===== config.mk =====
export PLATFORM = sky130hd
export DESIGN_NAME = shared_reg_write_arbiter
export DESIGN_NICKNAME = d
export VERILOG_FILES = /design/src/rtl/shared_reg_write_arbiter_pkg.sv /design/src/rtl/shared_reg_write_arbiter_rr_pick.sv /design/src/rtl/shared_reg_write_arbiter.sv
export SDC_FILE = /design/constraint.sdc
export NUM_CORES = 1
export LEC_CHECK = 0
export ABC_AREA = 1
export CORE_ASPECT_RATIO = 0.9
export CORE_MARGIN = 2
export CORE_UTILIZATION = 46
export DETAILED_ROUTE_END_ITERATION = 6
export MAX_ROUTING_LAYER = met4
export PLACE_DENSITY = 0.85
export SYNTH_ARGS = -nofsm -noshare
export SYNTH_HDL_FRONTEND = slang
export SYNTH_HIERARCHICAL = 1
export SYNTH_SLANG_ARGS = --single-unit

===== constraint.sdc =====
create_clock -name clk -period 4.4 [get_ports clk]
set_input_delay 0.88 -clock clk [delete_from_list [all_inputs] [get_ports clk]]
set_output_delay 0.88 -clock clk [all_outputs]
set_load 0.02 [all_outputs]

===== src/rtl/shared_reg_write_arbiter_pkg.sv =====
// Shared definitions for shared_reg_write_arbiter: FSM state encodings and default sizes.
package shared_reg_write_arbiter_pkg;

    localparam int DEF_NREQ  = 4;
    localparam int DEF_WIDTH = 8;

    typedef enum logic [2:0] {
        ST_IDLE   = 3'd0,
        ST_GRANT  = 3'd1,
        ST_WRITE  = 3'd2,
        ST_DONE   = 3'd3,
        ST_LOCKED = 3'd4
    } state_t;

endpackage


===== src/rtl/shared_reg_write_arbiter_rr_pick.sv =====
// Combinational round-robin selector: first set request at or above ptr_i, wrapping modulo NREQ.
module shared_reg_write_arbiter_rr_pick #(
    parameter int NREQ = 4,
    parameter int PW   = 2
) (
    input  logic [NREQ-1:0] req_i,
    input  logic [PW-1:0]   ptr_i,
    output logic [NREQ-1:0] onehot_o,
    output logic [PW-1:0]   idx_o,
    output logic            valid_o
);

    logic [PW:0] pos;

    // Walk offsets from farthest to nearest so the nearest set request is the last write.
    always_comb begin
        valid_o = 1'b0;
        idx_o   = '0;
        pos     = '0;
        for (int i = NREQ - 1; i >= 0; i--) begin
            pos = {1'b0, ptr_i} + (PW+1)'(i);
            if (pos >= (PW+1)'(NREQ))
                pos = pos - (PW+1)'(NREQ);
            if (req_i[pos[PW-1:0]]) begin
                valid_o = 1'b1;
                idx_o   = pos[PW-1:0];
            end
        end
        onehot_o = valid_o ? (NREQ'(1) << idx_o) : '0;
    end

endmodule


===== src/rtl/shared_reg_write_arbiter.sv =====
// Round-robin req/gnt/ack sequencer sharing one write-enabled register among NREQ requesters.
// Optional SHREG_LOCK_EN adds a lock input and LOCKED state for back-to-back re-writes by one owner.
module shared_reg_write_arbiter
    import shared_reg_write_arbiter_pkg::*;
#(
    parameter int NREQ  = DEF_NREQ,
    parameter int WIDTH = DEF_WIDTH
) (
    input  logic                  clk,
    input  logic                  rst,
    input  logic [NREQ-1:0]       req,
    input  logic [NREQ*WIDTH-1:0] wdata,
`ifdef SHREG_LOCK_EN
    input  logic [NREQ-1:0]       lock,
`endif
    output logic [NREQ-1:0]       gnt,
    output logic [NREQ-1:0]       ack,
    output logic                  reg_we,
    output logic [WIDTH-1:0]      reg_din,
    input  logic [WIDTH-1:0]      reg_dout,
    output logic [WIDTH-1:0]      rdata,
    output logic                  busy
);

    localparam int PW = $clog2(NREQ);

    state_t            state_q;
    logic [PW-1:0]     g_q, rr_ptr_q, rr_ptr_d;
    logic [NREQ-1:0]   gnt_q, ack_q;
    logic              we_q;
    logic [WIDTH-1:0]  din_q, wsel;
    logic [NREQ-1:0]   pick_oh;
    logic [PW-1:0]     pick_idx;
    logic              pick_vld;

    shared_reg_write_arbiter_rr_pick #(.NREQ(NREQ), .PW(PW)) u_pick (
        .req_i    (req),
        .ptr_i    (rr_ptr_q),
        .onehot_o (pick_oh),
        .idx_o    (pick_idx),
        .valid_o  (pick_vld)
    );

    always_comb begin
        wsel = '0;
        for (int i = 0; i < NREQ; i++)
            if (g_q == PW'(i))
                wsel = wdata[i*WIDTH +: WIDTH];
    end

    // A locked re-write recomputes the same g+1, so the pointer holds still until release.
    assign rr_ptr_d = (g_q == PW'(NREQ - 1)) ? '0 : g_q + 1'b1;

    always_ff @(posedge clk or posedge rst) begin
        if (rst) begin
            state_q  <= ST_IDLE;
            g_q      <= '0;
            rr_ptr_q <= '0;
            gnt_q    <= '0;
            ack_q    <= '0;
            we_q     <= 1'b0;
            din_q    <= '0;
        end else begin
            case (state_q)
                ST_IDLE: if (pick_vld) begin
                    g_q     <= pick_idx;
                    gnt_q   <= pick_oh;
                    state_q <= ST_GRANT;
                end
                ST_GRANT: begin
                    din_q   <= wsel;
                    we_q    <= 1'b1;
                    state_q <= ST_WRITE;
                end
                ST_WRITE: begin
                    we_q     <= 1'b0;
                    ack_q    <= gnt_q;
                    rr_ptr_q <= rr_ptr_d;
                    state_q  <= ST_DONE;
                end
                ST_DONE: if (!req[g_q]) begin
                    ack_q <= '0;
`ifdef SHREG_LOCK_EN
                    if (lock[g_q]) begin
                        state_q <= ST_LOCKED;
                    end else begin
                        gnt_q   <= '0;
                        state_q <= ST_IDLE;
                    end
`else
                    gnt_q   <= '0;
                    state_q <= ST_IDLE;
`endif
                end
`ifdef SHREG_LOCK_EN
                ST_LOCKED: begin
                    if (req[g_q]) begin
                        state_q <= ST_GRANT;
                    end else if (!lock[g_q]) begin
                        gnt_q   <= '0;
                        state_q <= ST_IDLE;
                    end
                end
`endif
                default: begin
                    gnt_q   <= '0;
                    ack_q   <= '0;
                    we_q    <= 1'b0;
                    state_q <= ST_IDLE;
                end
            endcase
        end
    end

    assign gnt     = gnt_q;
    assign ack     = ack_q;
    assign reg_we  = we_q;
    assign reg_din = din_q;
    assign rdata   = reg_dout;
    assign busy    = (state_q != ST_IDLE);

endmodule


==> impl_summary.txt <==
----------------------------------------------------
[Floorplan]
  Effective utilization at floorplan ... around 47%
  Die Footprint ... roughly 4200 um2
  Number of rows created at floorplan ... 21
  Core outline area ... about 3700 um2
  DIE WIDTH ... between 60 and 70 um
  Vertical die dimension ... around 62 um
  Io pins ... 72

[Placement]
  Placed standard-cell area ... roughly 2200 um2
  Total of buffers placed on input and output ports ... 55
  DP HPWL ... between 3000 and 4000 um
  Final RePlAce weighted congestion ... roughly 0.98
  Placed Cells incl. Taps ... between 300 and 400

[Global routing]
  Antenna violations before repair ... 0
  GRT overflow ... 0
  Via count of the first global-routing pass ... 1,520
  Wire length of the first global-routing pass ... 6340 um
  GRT Util Overall ... a little over 20%
  Largest net degree at the start of global routing ... 24

[Timing]
  Setup_tns ... 0 ns
  RSZ-0062 raised after global routing ... false
  Final setup violation count ... 0
  Time the final worst path needs with I/O delays and setup ... 2.65 ns
  Share of the clock period used by the worst path ... between 60 and 70%
  Maximum clock frequency ... approximately 380 MHz
  Tightest slew margin relative to the limit ... a little over two fifths
  Worst setup skew after layout ... 0.00216 ns
  Actual transition at the worst max-transition pin ... 0.849 ns
  Max-slew violations ... 0
  Count of endpoints failing hold in the final timing report ... 0

[Status]
  Run status ... complete, no violations

[Final layout]
  Layout overhead on the synthesized area ... 31.2%
  Number of inserted filler cells in the final layout ... between 300 and 400
  Fraction of final layout cells sized beyond drive strength 1 ... under 10%
  # diodes ... 0
  Post-route insts no fill ... approximately 330
  Nets ... 338
  Fin area ... between 2000 and 2500 um2
  Register cell area after layout ... roughly 580 um2
  Area occupied by multi-input gates ... roughly 900 um2

[Critical path]
  Highest-delay cell along the critical path ... sky130_fd_sc_hd__clkdlybuf4s50_1
  Startpoint-to-endpoint class of the critical path ... flop to primary output
  Buffering stage count on the worst path with inverters included ... 3
  Critical path, cell by cell ... inv_1 > ha_1 > inv_4 > clkdlybuf4s50_1
  Startpoint Class ... flop
  Family with the most delay on the worst path ... buffers and inverters
  Highest cell delay on the worst timing path ... about 0.60 ns
  Crit Path Max Fanout ... 8
  Type of destination of the critical path ... primary output
  Data required time at the worst endpoint ... about 3.5 ns
  Arrival time at the worst endpoint ... between 1.5 and 2 ns

[Clock network]
  Resized Gates After CTS ... 0
  Number of setup buffers added after CTS ... 0
  Sink count of the clock tree ... 23
  Number of H-tree levels ... 1
  Later-pin clock latency in the skew report ... 0.26 ns
  Total clock buffers created by CTS ... 3
  TritonCTS clock tree ... yes
  Cell chosen for the clock root ... sky130_fd_sc_hd__clkbuf_8
  # hold bufs at CTS ... 0
  Clock-pin slew on the worst setup and hold paths ... 0.07 ns
  Maximum clock insertion buffer count ... 2

[Logic synthesis]
  Synthesized flop and latch total ... 23
  Cell type with the highest aggregate area in the netlist ... sky130_fd_sc_hd__dfrtp_1
  Cell area after synthesis ... between 1500 and 2000 um2
  Leading post-synthesis cells by cell area ... sky130_fd_sc_hd__dfrtp_1 (34%), sky130_fd_sc_hd__nand2_1 (14%), sky130_fd_sc_hd__a21oi_1 (8.2%)
  Average footprint of a synthesized cell ... just over 7 um2
  Proportion of netlist area held by the largest area contributor ... between 30 and 40%
  Gate count of the mapped netlist ... 240
  Yosys warning count ... 6
  Proportion of synthesized chip area in sequential cells ... about 34%
  Net count after synthesis ... around 300
  Post-synthesis cell type count ... 27

[Min path]
  Class of the tightest hold or removal check ... flop to flop

[Run]
  Max-capacitance violation count ... 0

[Routing]
  Total DRC errors in the routed layout ... 0
  Average wire per standard cell ... between 10 and 15 um
  Final ANT Viol Nets ... 0
  Wirelength, routed ... roughly 3900 um
  Detailed Routing Iterations Pass 1 ... 4
  Number of vias in the routed layout ... 1,649
  Violation count after the first detailed-route iteration ... 87
  Vias per std cell ... between 5 and 6

[Power]
  Power density of the placed cells ... between 700 and 800 nW/um2
  Static Leak ... 1.11 nW
  Max IR drop VDD ... 0.310 mV

----------------------------------------------------
-- report_power, final --
group,internal (mW),switching [mW]
clock network,0.0645,0.0622
registers,0.305,0.0857
logic,0.434,0.666
total,0.804,0.814
-- per-layer routing --
layer | vias to the layer above | part of all wire [%] | track usage, %
met2 | 65 | 46 | 36.1
li1 | 837 | - | -
met4 | 0 | 1.0 | 5.43
met1 | 741 | 43 | 23.3
met5 | - | 0 | -
met3 | 6 | 9.4 | 4.32
-- logic make-up (layout without fill, tap and decap cells) --
family	count (synthesis)	count (layout)	share of synthesized area [%]
simple gates	116	116	31.7
buf+inv	47	90	14.1
compound gates	45	45	14.3
flops	23	23	33.5
fa+ha+maj	8	8	5.83
mux	1	1	0.655
-- state kept, by name, summed over array words and instances (netlist names) --
name,flops
g_q,2
reg_din,8
gnt,4
state_q,2
rr_ptr_q,2
reg_we,1
ack,4
-- worst reg2reg max path: stages (launching register included) --
cell and delay, ns:
sky130_fd_sc_hd__dfrtp_1 0.63, sky130_fd_sc_hd__inv_6 0.07, sky130_fd_sc_hd__nand2_1 0.08, sky130_fd_sc_hd__nand2_2 0.06
sky130_fd_sc_hd__nand2_1 0.09, sky130_fd_sc_hd__nand2_1 0.08, sky130_fd_sc_hd__nor2_1 0.09, sky130_fd_sc_hd__nand3_1 0.13
sky130_fd_sc_hd__or2_1 0.38, sky130_fd_sc_hd__o21ai_0 0.11, sky130_fd_sc_hd__o21ai_0 0.10
-- cell type report --
class | count | area share, %
Timing Repair Buffer | 55 | 24.4
Inverter | 31 | 5.50
Tap cell | 46 | 2.55
Multi-Input combinational cell | 170 | 40.0
Clock buffer | 4 | 2.00
Sequential cell | 23 | 25.5
-- cells in the mapped netlist --
master	instances
sky130_fd_sc_hd__a21oi_1	28
sky130_fd_sc_hd__buf_2	4
sky130_fd_sc_hd__buf_4	8
sky130_fd_sc_hd__buf_6	3
sky130_fd_sc_hd__clkbuf_1	1
sky130_fd_sc_hd__clkinv_1	2
sky130_fd_sc_hd__dfrtp_1	23
sky130_fd_sc_hd__ha_1	8
sky130_fd_sc_hd__inv_1	25
sky130_fd_sc_hd__inv_2	2
sky130_fd_sc_hd__inv_4	1
sky130_fd_sc_hd__inv_6	1
sky130_fd_sc_hd__mux2_2	1
sky130_fd_sc_hd__nand2_1	66
sky130_fd_sc_hd__nand2_2	12
sky130_fd_sc_hd__nand2_4	3
sky130_fd_sc_hd__nand3_1	9
sky130_fd_sc_hd__nand3_2	1
sky130_fd_sc_hd__nand3_4	1
sky130_fd_sc_hd__nand4_1	4
sky130_fd_sc_hd__nor2_1	16
sky130_fd_sc_hd__nor2_2	2
sky130_fd_sc_hd__nor2_4	1
sky130_fd_sc_hd__o211ai_1	8
sky130_fd_sc_hd__o21ai_0	8
sky130_fd_sc_hd__o21ai_1	1
sky130_fd_sc_hd__or2_1	1
-- per-stage QoR --
stage / setup slack, ns / power (mW) / hold WS, ns / utilization (%)
global placement: 1.85 / 1.46 / 0.470 / 60.5
detailed placement: 1.79 / 1.49 / 0.477 / 60.5
global route: 1.68 / 1.79 / 0.512 / 61.7
floorplan: 2.43 / 1.21 / 0.500 / -
finish: 1.75 / 1.62 / 0.499 / 61.7
CTS: 1.75 / 1.62 / 0.495 / 61.7
-- path summary, 6_finish.rpt --
check                      slack, ns  cells after the start        start          to
max                             1.75                      4   state_q[0]        busy
min                             0.50                      2       ack[0]      ack[0]
max reg2reg                     2.46                     10  rr_ptr_q[0]  state_q[0]
min reg2reg                     0.50                      2       ack[0]      ack[0]
max in group asynchronous       2.79                      2          rst      g_q[0]
min in group asynchronous       1.09                      2          rst  reg_din[5]
-- cells in the final DEF, fill, tap and decap left out --
cell type / instances
sky130_fd_sc_hd__a21oi_1: 28
sky130_fd_sc_hd__clkbuf_1: 1
sky130_fd_sc_hd__clkbuf_8: 3
sky130_fd_sc_hd__clkdlybuf4s50_1: 55
sky130_fd_sc_hd__clkinv_1: 2
sky130_fd_sc_hd__dfrtp_1: 23
sky130_fd_sc_hd__ha_1: 8
sky130_fd_sc_hd__inv_1: 25
sky130_fd_sc_hd__inv_2: 2
sky130_fd_sc_hd__inv_4: 1
sky130_fd_sc_hd__inv_6: 1
sky130_fd_sc_hd__mux2_2: 1
sky130_fd_sc_hd__nand2_1: 66
sky130_fd_sc_hd__nand2_2: 12
sky130_fd_sc_hd__nand2_4: 3
sky130_fd_sc_hd__nand3_1: 9
sky130_fd_sc_hd__nand3_2: 1
sky130_fd_sc_hd__nand3_4: 1
sky130_fd_sc_hd__nand4_1: 4
sky130_fd_sc_hd__nor2_1: 16
sky130_fd_sc_hd__nor2_2: 2
sky130_fd_sc_hd__nor2_4: 1
sky130_fd_sc_hd__o211ai_1: 8
sky130_fd_sc_hd__o21ai_0: 8
sky130_fd_sc_hd__o21ai_1: 1
sky130_fd_sc_hd__or2_1: 1
(Power assumes the default switching activity.)
